$ cat config.mk
export PLATFORM = sky130hd
export DESIGN_NAME = key_encoder
export DESIGN_NICKNAME = d
export VERILOG_FILES = /design/src/rtl/key_pkg.sv /design/src/rtl/key_sync.sv /design/src/rtl/key_encoder.sv
export SDC_FILE = /design/constraint.sdc
export NUM_CORES = 1
export LEC_CHECK = 0
export CAP_MARGIN = 20
export CORE_MARGIN = 2
export CORE_UTILIZATION = 59
export CTS_CLUSTER_DIAMETER = 50
export DETAILED_ROUTE_END_ITERATION = 8
export MAX_ROUTING_LAYER = met4
export PLACE_DENSITY = 0.9
export SYNTH_ARGS = -nofsm -noshare
export SYNTH_HDL_FRONTEND = slang
export SYNTH_SLANG_ARGS = --single-unit
$ cat constraint.sdc
create_clock -name clk -period 4.2 [get_ports clk]
set_clock_uncertainty 0.05 [all_clocks]
set_input_delay 0.84 -clock clk [delete_from_list [all_inputs] [get_ports clk]]
set_output_delay 0.84 -clock clk [all_outputs]
set_load 0.01 [all_outputs]
$ cat src/rtl/key_pkg.sv
// rtl/key_pkg.sv - shared types, defaults and helpers for the key encoder
// Contents: FSM state enum, default parameter constants, one-hot encoder,
//           multi-hot detector.
package key_pkg;

  localparam int unsigned DEF_DEBOUNCE_CYCLES = 4;
  localparam int unsigned DEF_REPEAT_DELAY    = 16;
  localparam int unsigned DEF_REPEAT_PERIOD   = 8;

  typedef enum logic [1:0] {
    ST_IDLE     = 2'd0,
    ST_DEBOUNCE = 2'd1,
    ST_HELD     = 2'd2,
    ST_RELEASE  = 2'd3
  } key_state_e;

  // Only ever called on a vector already known to be one-hot.
  function automatic logic [1:0] key_encode(input logic [3:0] oh);
    logic [1:0] code;
    code = 2'd0;
    if (oh[1]) code = 2'd1;
    if (oh[2]) code = 2'd2;
    if (oh[3]) code = 2'd3;
    return code;
  endfunction

  // Clearing the lowest set bit leaves something only if two or more were set.
  function automatic logic is_multi_hot(input logic [3:0] v);
    return (v & (v - 4'd1)) != 4'd0;
  endfunction

endpackage

$ cat src/rtl/key_sync.sv
// rtl/key_sync.sv - 2-flop synchronizer for the 4 raw button lines
// Ports: clk, rst_n (async active-low clear), d_i raw lines, s_o synchronized.
module key_sync (
  input  logic       clk,
  input  logic       rst_n,
  input  logic [3:0] d_i,
  output logic [3:0] s_o
);

  logic [3:0] meta_q;
  logic [3:0] sync_q;

  always_ff @(posedge clk or negedge rst_n) begin
    if (!rst_n) begin
      meta_q <= 4'd0;
      sync_q <= 4'd0;
    end else begin
      meta_q <= d_i;
      sync_q <= meta_q;
    end
  end

  assign s_o = sync_q;

endmodule

$ cat src/rtl/key_encoder.sv
// rtl/key_encoder.sv - debounced 4-button to 2-bit key code encoder
// Ports: clk, rst_n (async active-low), d raw buttons, q last accepted code,
//        valid one-cycle event pulse, busy FSM not idle, err multi-hot seen.
// Build option: KEY_REPEAT_EN adds auto-repeat pulses while a key is held.
module key_encoder
  import key_pkg::*;
#(
  parameter int unsigned DEBOUNCE_CYCLES = DEF_DEBOUNCE_CYCLES,
  parameter int unsigned REPEAT_DELAY    = DEF_REPEAT_DELAY,
  parameter int unsigned REPEAT_PERIOD   = DEF_REPEAT_PERIOD
) (
  input  logic       clk,
  input  logic       rst_n,
  input  logic [3:0] d,
  output logic [1:0] q,
  output logic       valid,
  output logic       busy,
  output logic       err
);

  localparam int unsigned MAX_AB = (DEBOUNCE_CYCLES > REPEAT_DELAY) ? DEBOUNCE_CYCLES : REPEAT_DELAY;
  localparam int unsigned MAX_ALL = (MAX_AB > REPEAT_PERIOD) ? MAX_AB : REPEAT_PERIOD;
  localparam int unsigned CNT_W = $clog2(MAX_ALL) + 1;
  localparam logic [CNT_W-1:0] DB_LAST = CNT_W'(DEBOUNCE_CYCLES - 1);

  logic [3:0]       s;
  key_state_e       state_q;
  logic [3:0]       cand_q;
  logic [CNT_W-1:0] cnt_q;
  logic [1:0]       q_q;
  logic             valid_q;
  logic             busy_q;
  logic             err_q;

`ifdef KEY_REPEAT_EN
  localparam logic [CNT_W-1:0] RD_LAST = CNT_W'(REPEAT_DELAY - 1);
  localparam logic [CNT_W-1:0] RP_LAST = CNT_W'(REPEAT_PERIOD - 1);
  // Set once the first repeat has fired; later repeats use the shorter period.
  logic rep_armed_q;
`endif

  key_sync u_sync (
    .clk   (clk),
    .rst_n (rst_n),
    .d_i   (d),
    .s_o   (s)
  );

  always_ff @(posedge clk or negedge rst_n) begin
    if (!rst_n) begin
      state_q <= ST_IDLE;
      cand_q  <= 4'd0;
      cnt_q   <= '0;
      q_q     <= 2'd0;
      valid_q <= 1'b0;
      busy_q  <= 1'b0;
      err_q   <= 1'b0;
`ifdef KEY_REPEAT_EN
      rep_armed_q <= 1'b0;
`endif
    end else begin
      valid_q <= 1'b0;
      err_q   <= is_multi_hot(s) && ((state_q == ST_IDLE) || (state_q == ST_DEBOUNCE));
      case (state_q)
        ST_IDLE: begin
          if ((s != 4'd0) && !is_multi_hot(s)) begin
            cand_q  <= s;
            cnt_q   <= '0;
            state_q <= ST_DEBOUNCE;
            busy_q  <= 1'b1;
          end
        end
        ST_DEBOUNCE: begin
          if (s == cand_q) begin
            if (cnt_q == DB_LAST) begin
              state_q <= ST_HELD;
              q_q     <= key_encode(cand_q);
              valid_q <= 1'b1;
              cnt_q   <= '0;
`ifdef KEY_REPEAT_EN
              rep_armed_q <= 1'b0;
`endif
            end else begin
              cnt_q <= cnt_q + 1'b1;
            end
          end else begin
            state_q <= ST_IDLE;
            busy_q  <= 1'b0;
          end
        end
        ST_HELD: begin
          if (s != cand_q) begin
            state_q <= ST_RELEASE;
            cnt_q   <= '0;
          end
`ifdef KEY_REPEAT_EN
          else if (rep_armed_q ? (cnt_q == RP_LAST) : (cnt_q == RD_LAST)) begin
            valid_q     <= 1'b1;
            cnt_q       <= '0;
            rep_armed_q <= 1'b1;
          end else begin
            cnt_q <= cnt_q + 1'b1;
          end
`endif
        end
        ST_RELEASE: begin
          // Any non-zero sample, even the old key, restarts the quiet count.
          if (s == 4'd0) begin
            if (cnt_q == DB_LAST) begin
              state_q <= ST_IDLE;
              busy_q  <= 1'b0;
            end else begin
              cnt_q <= cnt_q + 1'b1;
            end
          end else begin
            cnt_q <= '0;
          end
        end
        default: begin
          state_q <= ST_IDLE;
          busy_q  <= 1'b0;
        end
      endcase
    end
  end

  assign q     = q_q;
  assign valid = valid_q;
  assign busy  = busy_q;
  assign err   = err_q;

endmodule
==> results of run 1 <==
-- worst paths after layout --
check | start | endpoint
max in group asynchronous | rst_n | u_sync.s_o[3]
min in group asynchronous | rst_n | q[1]
setup / recovery | busy | busy
setup reg to reg | cnt_q[0] | cnt_q[3]
hold reg to reg | u_sync.meta_q[1] | u_sync.s_o[1]
hold / removal | u_sync.meta_q[1] | u_sync.s_o[1]
-- cells in the final DEF (no fill, tap or decap), drive strengths merged, types with 2 or more instances in the layout --
| cell type | Yosys | routed |
|---|---|---|
| nor3b | 2 | 2 |
| dfrtp | 24 | 24 |
| a41oi | 2 | 2 |
| nor3 | 4 | 4 |
| xnor2 | 4 | 4 |
| nand2 | 11 | 11 |
| nand3 | 3 | 3 |
| clkbuf | 3 | 3 |
| nand4 | 2 | 2 |
| clkdlybuf4s50 | 0 | 10 |
| mux2i | 2 | 2 |
| a21oi | 6 | 6 |
| nor4b | 3 | 3 |
| inv | 3 | 3 |
| a31oi | 3 | 3 |
| mux2 | 6 | 6 |
| nor2 | 7 | 7 |
| a211oi | 2 | 2 |
-- metrics by stage --
step | total power, mW | utilization (%) | cell area (µm²) | hold slack (ns)
after floorplan | 0.4692 | - | 1175 | 0.2812
after global placement | 0.5085 | 66.47 | 1277 | 0.2818
after detailed placement | 0.5286 | 66.47 | 1277 | 0.2847
after CTS | 0.6266 | 67.64 | 1300 | 0.3139
after global routing | 0.6672 | 68.23 | 1311 | 0.3360
final | 0.6272 | 68.23 | 1311 | 0.3117
-- area by class of cell --
class	count	area, µm²	area share [%]
Clock buffer	3	22.52	1.718
Inverter	3	11.26	0.8588
Multi-Input combinational cell	72	531.8	40.55
Sequential cell	24	600.6	45.80
Tap cell	27	33.78	2.576
Timing Repair Buffer	11	111.4	8.492
-- layer usage --
| layer | routed length [µm] | global-route usage (%) | vias to the layer above |
|---|---|---|---|
| li1 | - | - | 395 |
| met1 | 900 | 23.67 | 421 |
| met2 | 1106 | 35.39 | 15 |
| met3 | 47 | 2.778 | 6 |
| met4 | 60 | 12.86 | 0 |
| met5 | 0 | - | - |
-- sequential cells by signal, indices dropped and copies added (netlist names), named ones only --
name,count
u_sync.meta_q,4
state_q,1
valid,1
busy,1
u_sync.s_o,4
cand_q,4
q,2
err,1
cnt_q,5
-- kinds of logic (layout without fill, tap and decap cells) --
family	Yosys count	count (layout)
AO/OA/AOI/OAI	19	19
XOR/XNOR	5	5
adder cells (fa/ha/maj)	2	2
buffers and inverters	10	17
flip-flops	24	24
multiplexers	8	8
AND/OR/NAND/NOR	38	38
-- report_power, final --
group	leakage (nW)	internal [mW]	switching, mW
Clock	0.0138	0.0336	0.0649
Combinational	0.235	0.104	0.0931
Sequential	0.302	0.273	0.0586
==> flow_metrics.tcl, run 1 <==
set metrics [dict create \
    crit_family "buffers and inverters" \
    fmax_mhz 470.6 \
    cp-end-kind "output port" \
    numCtsBuffers 3 \
    cts_resized 0 \
    seq_area_frac_synth_pct 51.12 \
    grt_pass1_vias 866 \
    cts-root-buf "clkbuf_4" \
    synthMuxAreaShare_pct 8.733 \
    arrival_ns 1.24 \
    synthSimpleGateAreaFrac_pct 19.70 \
    period_share_pct 50.60 \
    placed_cells 136 \
    setup_ws_ns 2.075 \
    htreeDepth 1 \
    synth_common_cells "dfrtp_1 (24), nand2_1 (11), nor2_1 (7), a21oi_1 (6)" \
    clk_pin_slew_ns 0.12 \
    nets 122 \
    clock_path_buffers 2 \
    syn_area_um2 1175 \
    ioPinCount 11 \
    fin_cells 140 \
    drtAntennaViolNets 0 \
    drv_slew 0 \
    holdCritPathClass "flop to flop" \
    critPathRequiredTime_ns 3.31 \
    drt-wirelength-per-cell_um 15.10 \
    drt-initial-drc-count 19 \
    holdPathStages 0 \
    synth.distinct_cells 36 \
    syn_to_final_growth_pct 11.61 \
    worstSetupPathType "flop to output port" \
    drc 0 \
    worst_skew_pair.late_latency_ns 0.31 \
    dr_total_vias 837 \
    firstDrtPassIters 4 \
    power.density_nw_per_um2 478.3 \
    crit_fanout 2 \
    drive_gt1_share_pct 14.16 \
    worst_pin_slew_ns 0.5393 \
    synth_fa_ha_area_share_pct 1.917 \
    vdd_drop_max_mv 0.3543 \
    worstSetupStartpointType "flop" \
    max_cap_viol_count 0 \
    synth_edf_count 0 \
    synth_warnings 0 \
    synth_most_common_cell "dfrtp_1" \
    rsz0062_at_grt "false" \
    yosys.area.top_type "dfrtp_1" \
    cts_tree "yes" \
    synth_nets 113 \
    synth_top_area_share_pct 51.12 \
    ys_ff_latch 24 \
    start_util_pct 61.13 \
    wl_um 2114 \
    cts.sinks 24 \
    hpwl_um 1512 \
    synth_top_family_by_area "simple AND/OR/NAND/NOR gates" \
    grt_antenna_before_repair 0 \
    synth-compound-area-share_pct 11.18 \
    synthXorXnorAreaFrac_pct 3.727 \
    place.gp.congestion 0.7815 \
    vias_per_cell 5.979 \
    ctsHoldBuffers 0 \
    p_leak_nw 0.5506 \
    num-fill-cells 159 \
    overflow 0 \
    pre_cts_ws_ns 2.046 \
    cpPeakStageDelay_ns 0.55 \
    setup_viol 0 \
    setup_tns_ns 0 \
    rows 16 \
    grt_pass1_wl_um 3767 \
    fin_crit_ns 2.125 \
    fp.dieW_um 48.63 \
    grt_max_degree 25 \
    antennaDiodeCount 0 \
    ys.flop_type "dfrtp_1" \
    rrSetupSlack_ns 2.15 \
    async_flop_share_pct 100.0 \
    die_y_um 48.63 \
    status "finished, final reports clean" \
    hold_viol_final 0 \
    cp_slowest_cell "clkdlybuf4s50_1" \
    path_buf_inv 1 \
    synth_area_per_cell_um2 11.08 \
    worstSetupPathDepth 1 \
    syn_inst 106 \
    numPortBuffers 10 \
    core_region_area_um2 1922 \
    relSlewSlack_pct 64.05 \
    cts_setup_buffers 0 \
    synth.top_cells.by_area "dfrtp_1 (51%), mux2_4 (5.1%), nor4b_2 (3.8%)" \
    grt_usage_pct 21.00 \
    path_cells "clkdlybuf4s50_1" \
    reg2reg_depth 6 \
    die-area_um2 2364 \
]
Note: power is estimated with default switching activity, not from simulation.
==> run 2, diff against run 1 <==
Settings changed: CORE_UTILIZATION 59 to 55, PLACE_DENSITY 0.9 to 0.85.
Clock period 4.2 ns to 2 ns, I/O delays scaled along.
==> flow_metrics.tcl, run 2 (same netlist as run 1, synthesis figures left out) <==
set metrics [dict create \
    status "finished, final reports clean" \
    cts_tree "yes" \
    placed_cells 139 \
    relSlewSlack_pct 61.13 \
    fin_cells 144 \
    arrival_ns 2.10 \
    start_util_pct 59.28 \
    power.density_nw_per_um2 1076 \
    die-area_um2 2522 \
    antennaDiodeCount 0 \
    critPathRequiredTime_ns 2.16 \
    max_cap_viol_count 0 \
    rows 16 \
    grt_max_degree 25 \
    cts.sinks 24 \
    ioPinCount 11 \
    nets 125 \
    cp-end-kind "flop" \
    setup.worst_path.start "u_sync.s_o[2]" \
    endpoint "cnt_q[0]" \
    core_region_area_um2 1982 \
    worst_pin_slew_ns 0.5830 \
    utilization_pct 70.20 \
    setup_viol 0 \
    syn_to_final_growth_pct 18.42 \
    hpwl_um 1466 \
    dr_total_vias 841 \
    cts-root-buf "clkbuf_4" \
    hold_viol_final 0 \
    numCtsBuffers 3 \
    reg2reg_to "cnt_q[0]" \
    htreeDepth 1 \
    clock_path_buffers 2 \
    drt-wirelength-per-cell_um 14.40 \
    overflow 0 \
    drc 0 \
    worstSetupPathType "flop to flop" \
    largest_reg_flops 5 \
    fin_crit_ns 1.932 \
    crit-reg2reg-launch "u_sync.s_o[2]" \
    regMostFlops "cnt_q" \
    rrSetupSlack_ns 0.07 \
    firstDrtPassIters 4 \
    holdCritPathClass "flop to flop" \
    vias_per_cell 5.840 \
    clk_pin_slew_ns 0.13 \
    drv_slew 0 \
    register_area_um2 604.3 \
    worstSetupStartpointType "flop" \
    reg2reg_depth 5 \
    fmax_mhz 517.6 \
    drtAntennaViolNets 0 \
    drive_gt1_share_pct 23.08 \
    period_share_pct 96.59 \
    multi_input_comb_area_um2 559.3 \
    grt_usage_pct 19.37 \
    final_common_cell "dfrtp_1" \
    worst_skew_pair.late_latency_ns 0.32 \
    num-fill-cells 144 \
    wl_um 2074 \
    grt_pass1_wl_um 3588 \
    fp.dieW_um 50.22 \
    vdd_drop_max_mv 0.7811 \
    place.gp.congestion 0.7480 \
    p_leak_nw 0.5785 \
    crit_fanout 8 \
    die_y_um 50.22 \
    hold-worst-slack_ns 0.3151 \
    grt_pass1_vias 789 \
    drt-initial-drc-count 38 \
    numPortBuffers 10 \
    grt_antenna_before_repair 0 \
    final_cell_mix "dfrtp_1 (21), nand2_1 (11), clkdlybuf4s50_1 (10), nor2_1 (7), a21oi_1 (6)" \
]
-- run 2: cell types whose count changed in the layout (fill, tap and decap cells not counted), sizes merged --
cell | before | now
buf | 1 | 4
bufinv | 0 | 1
-- run 2: worst max-delay path, stage by stage, from the launching register on --
cell     delay, ns
dfrtp_2       0.51
xnor2_1       0.24
and4_1        0.32
nor3b_1       0.10
a211o_1       0.34
mux2_2        0.27
-- run 2: power breakdown --
group / internal, mW / total (mW) / switching (mW) / leakage [nW]
combinational: 0.249 / 0.440 / 0.192 / 0.253
clock: 0.203 / 0.349 / 0.146 / 0.0279
sequential: 0.576 / 0.708 / 0.131 / 0.298
-- run 2: worst min path at each step --
stage | startpoint | cells past startpoint | end
floorplan | rst_n | 0 | async pin
global placement | u_sync.meta_q[0] | 0 | u_sync.s_o[0]
detailed placement | u_sync.meta_q[3] | 0 | u_sync.s_o[3]
CTS | u_sync.meta_q[3] | 0 | u_sync.s_o[3]
global route | u_sync.meta_q[3] | 0 | u_sync.s_o[3]
finish | u_sync.meta_q[3] | 0 | u_sync.s_o[3]
-- run 2: metal layers --
metal  global-route usage, %  up-vias  routed length, µm
met5                       -        -                  0
met2                   31.36       30               1024
met1                   24.12      402                918
met3                   3.869        4                107
li1                        -      405                  -
met4                   6.944        0                 23
-- run 2: layout make-up --
cell class,count,area share (%)
Sequential cell,24,43.44
Multi-Input combinational cell,72,40.20
Timing Repair Buffer,14,9.353
Tap cell,27,2.428
Clock inverter,1,2.158
Clock buffer,3,1.619
Inverter,3,0.8094
-- run 2: through the flow --
stage | setup slack, ns | setup TNS, ns | power (mW) | instance area, µm²
after global placement | 0.05970 | 0 | 1.085 | 1300
after global routing | -0.01901 | -0.02243 | 1.588 | 1391
after floorplan | 0.1230 | 0 | 0.9852 | 1175
final | 0.06814 | 0 | 1.497 | 1391
after CTS | 0.005573 | 0 | 1.461 | 1355
after detailed placement | -0.01211 | -0.01211 | 1.110 | 1300
-- run 2: timing repair --
action,4_1_cts,5_1_grt
setup endpoints to repair,4,8
setup buffers,0,1
gates cloned,0,0
hold buffers,0,0
gates resized for setup,1,7
pin swaps,0,0
==> run 3, diff against run 2 <==
Settings changed: ABC_AREA set to 1.
==> flow_metrics.tcl, run 3 <==
set metrics [dict create \
    syn_to_final_growth_pct 16.27 \
    antennaDiodeCount 0 \
    period_share_pct 84.59 \
    fmax_mhz 591.1 \
    cts_resized 0 \
    cts-root-buf "clkbuf_4" \
    placed_area_um2 1297 \
    syn_area_um2 1161 \
    drv_slew 0 \
    synth_common_cells "nand2_1 (47), dfrtp_1 (24), inv_1 (12), nand3_1 (12), nor2_1 (7)" \
    utilization_pct 68.12 \
    synth_warnings 0 \
    hpwl_um 1525 \
    grt_pass1_wl_um 3663 \
    drt-wirelength-per-cell_um 11.42 \
    place.gp.congestion 0.9318 \
    grt_pass1_vias 880 \
    synth_area_per_cell_um2 8.414 \
    final_cell_mix "nand2_1 (47), dfrtp_1 (24), inv_1 (12), nand3_1 (12), clkdlybuf4s50_1 (10)" \
    synth.top_cells.by_area "dfrtp_1 (52%), nand2_1 (15%), nand3_1 (5.2%)" \
    final_common_cell "nand2_1" \
    worstSetupStartpointType "flop" \
    p_leak_nw 0.7100 \
    synth_nets 145 \
    rows 16 \
    relSlewSlack_pct 80.58 \
    grt_antenna_before_repair 0 \
    async_flop_share_pct 100.0 \
    cts.sinks 24 \
    htreeDepth 1 \
    core_region_area_um2 1982 \
    crit_fanout 2 \
    regMostFlops "cnt_q" \
    wl_um 2045 \
    arrival_ns 1.24 \
    overflow 0 \
    seq_area_frac_synth_pct 51.72 \
    die-area_um2 2495 \
    hold_viol_final 0 \
    cp_slowest_cell "clkdlybuf4s50_1" \
    numCtsBuffers 3 \
    cts_tree "yes" \
    nets 160 \
    worst_pin_slew_ns 0.2913 \
    num-fill-cells 146 \
    fin_cells 179 \
    rsz0062_at_grt "false" \
    grt_usage_pct 19.88 \
    fp.dieW_um 49.95 \
    ctsHoldBuffers 0 \
    syn_inst 138 \
    vdd_drop_max_mv 0.7082 \
    firstDrtPassIters 4 \
    power.density_nw_per_um2 1196 \
    cpPeakStageDelay_ns 0.54 \
    critPathRequiredTime_ns 1.55 \
    cts_setup_buffers 0 \
    fin_crit_ns 1.692 \
    cp-end-kind "output port" \
    numPortBuffers 10 \
    vias_per_cell 5.106 \
    drive_gt1_share_pct 14.47 \
    placed_cells 175 \
    path_buf_inv 1 \
    ioPinCount 11 \
    grt_max_degree 25 \
    multi_input_comb_area_um2 485.5 \
    dr_total_vias 914 \
    crit_family "buffers and inverters" \
    max_cap_viol_count 0 \
    drc 0 \
    synth.distinct_cells 23 \
    worst_skew_pair.late_latency_ns 0.32 \
    ys.flop_type "dfrtp_1" \
    synth_edf_count 0 \
    largest_reg_flops 5 \
    yosys.area.top_type "dfrtp_1" \
    status "finished, final reports clean" \
    start_util_pct 58.59 \
    die_y_um 49.95 \
    setup_viol 0 \
    drt-initial-drc-count 24 \
    worstSetupPathType "flop to output port" \
    clock_path_buffers 2 \
    clk_pin_slew_ns 0.13 \
    synth_most_common_cell "nand2_1" \
    hold-worst-slack_ns 0.3157 \
    register_area_um2 600.6 \
    setup_tns_ns 0 \
    holdCritPathClass "flop to flop" \
    path_cells "clkdlybuf4s50_1" \
    ys_ff_latch 24 \
    synth_top_area_share_pct 51.72 \
    drtAntennaViolNets 0 \
    finalInstanceArea_um2 1350 \
]
run 3: final timing paths:
check	startpoint	end	slack, ns	cells past startpoint
max reg2reg	cnt_q[0]	flop	0.36	10
min reg2reg	u_sync.meta_q[1]	u_sync.s_o[1]	0.32	0
min in group asynchronous	rst_n	q[1]	0.36	2
max in group asynchronous	rst_n	cnt_q[2]	1.32	2
min	u_sync.meta_q[1]	u_sync.s_o[1]	0.32	0
max	busy	busy	0.31	1
run 3: logic make-up (layout without fill, tap and decap cells):
logic type / count (synthesis) / count (layout) / synth area share [%]
adder cells (fa/ha/maj): 1 / 1 / 1.077
flip-flops: 24 / 24 / 51.72
AO/OA/AOI/OAI: 14 / 14 / 6.789
XOR/XNOR: 3 / 3 / 2.263
AND/OR/NAND/NOR: 77 / 77 / 31.68
buffers and inverters: 19 / 33 / 6.465
run 3: power by group:
part / internal, mW / switching (mW)
clock: 0.203 / 0.151
combinational: 0.222 / 0.343
sequential: 0.590 / 0.105
run 3: final cells by class:
type	instances	share of cell area, %
clock buffers	3	1.668
multi-input cells	95	35.96
repair buffers	11	7.970
clock inverters	1	2.224
flip-flops and latches	24	44.49
well taps	27	2.502
inverters	18	5.190
run 3: per-stage QoR:
| stage | total power [mW] | worst slack [ns] |
|---|---|---|
| after detailed placement | 1.268 | 0.3976 |
| after CTS | 1.621 | 0.2866 |
| after floorplan | 1.116 | 0.5370 |
| after global placement | 1.240 | 0.4519 |
| final | 1.614 | 0.3081 |
| after global routing | 1.733 | 0.2202 |
run 3: routing by layer:
metal	up-vias	track usage, %	share of wire [%]
li1	461	-	-
met1	423	22.83	43
met2	25	34.44	51
met3	5	3.939	4.0
met4	0	6.944	1.8
met5	-	-	0
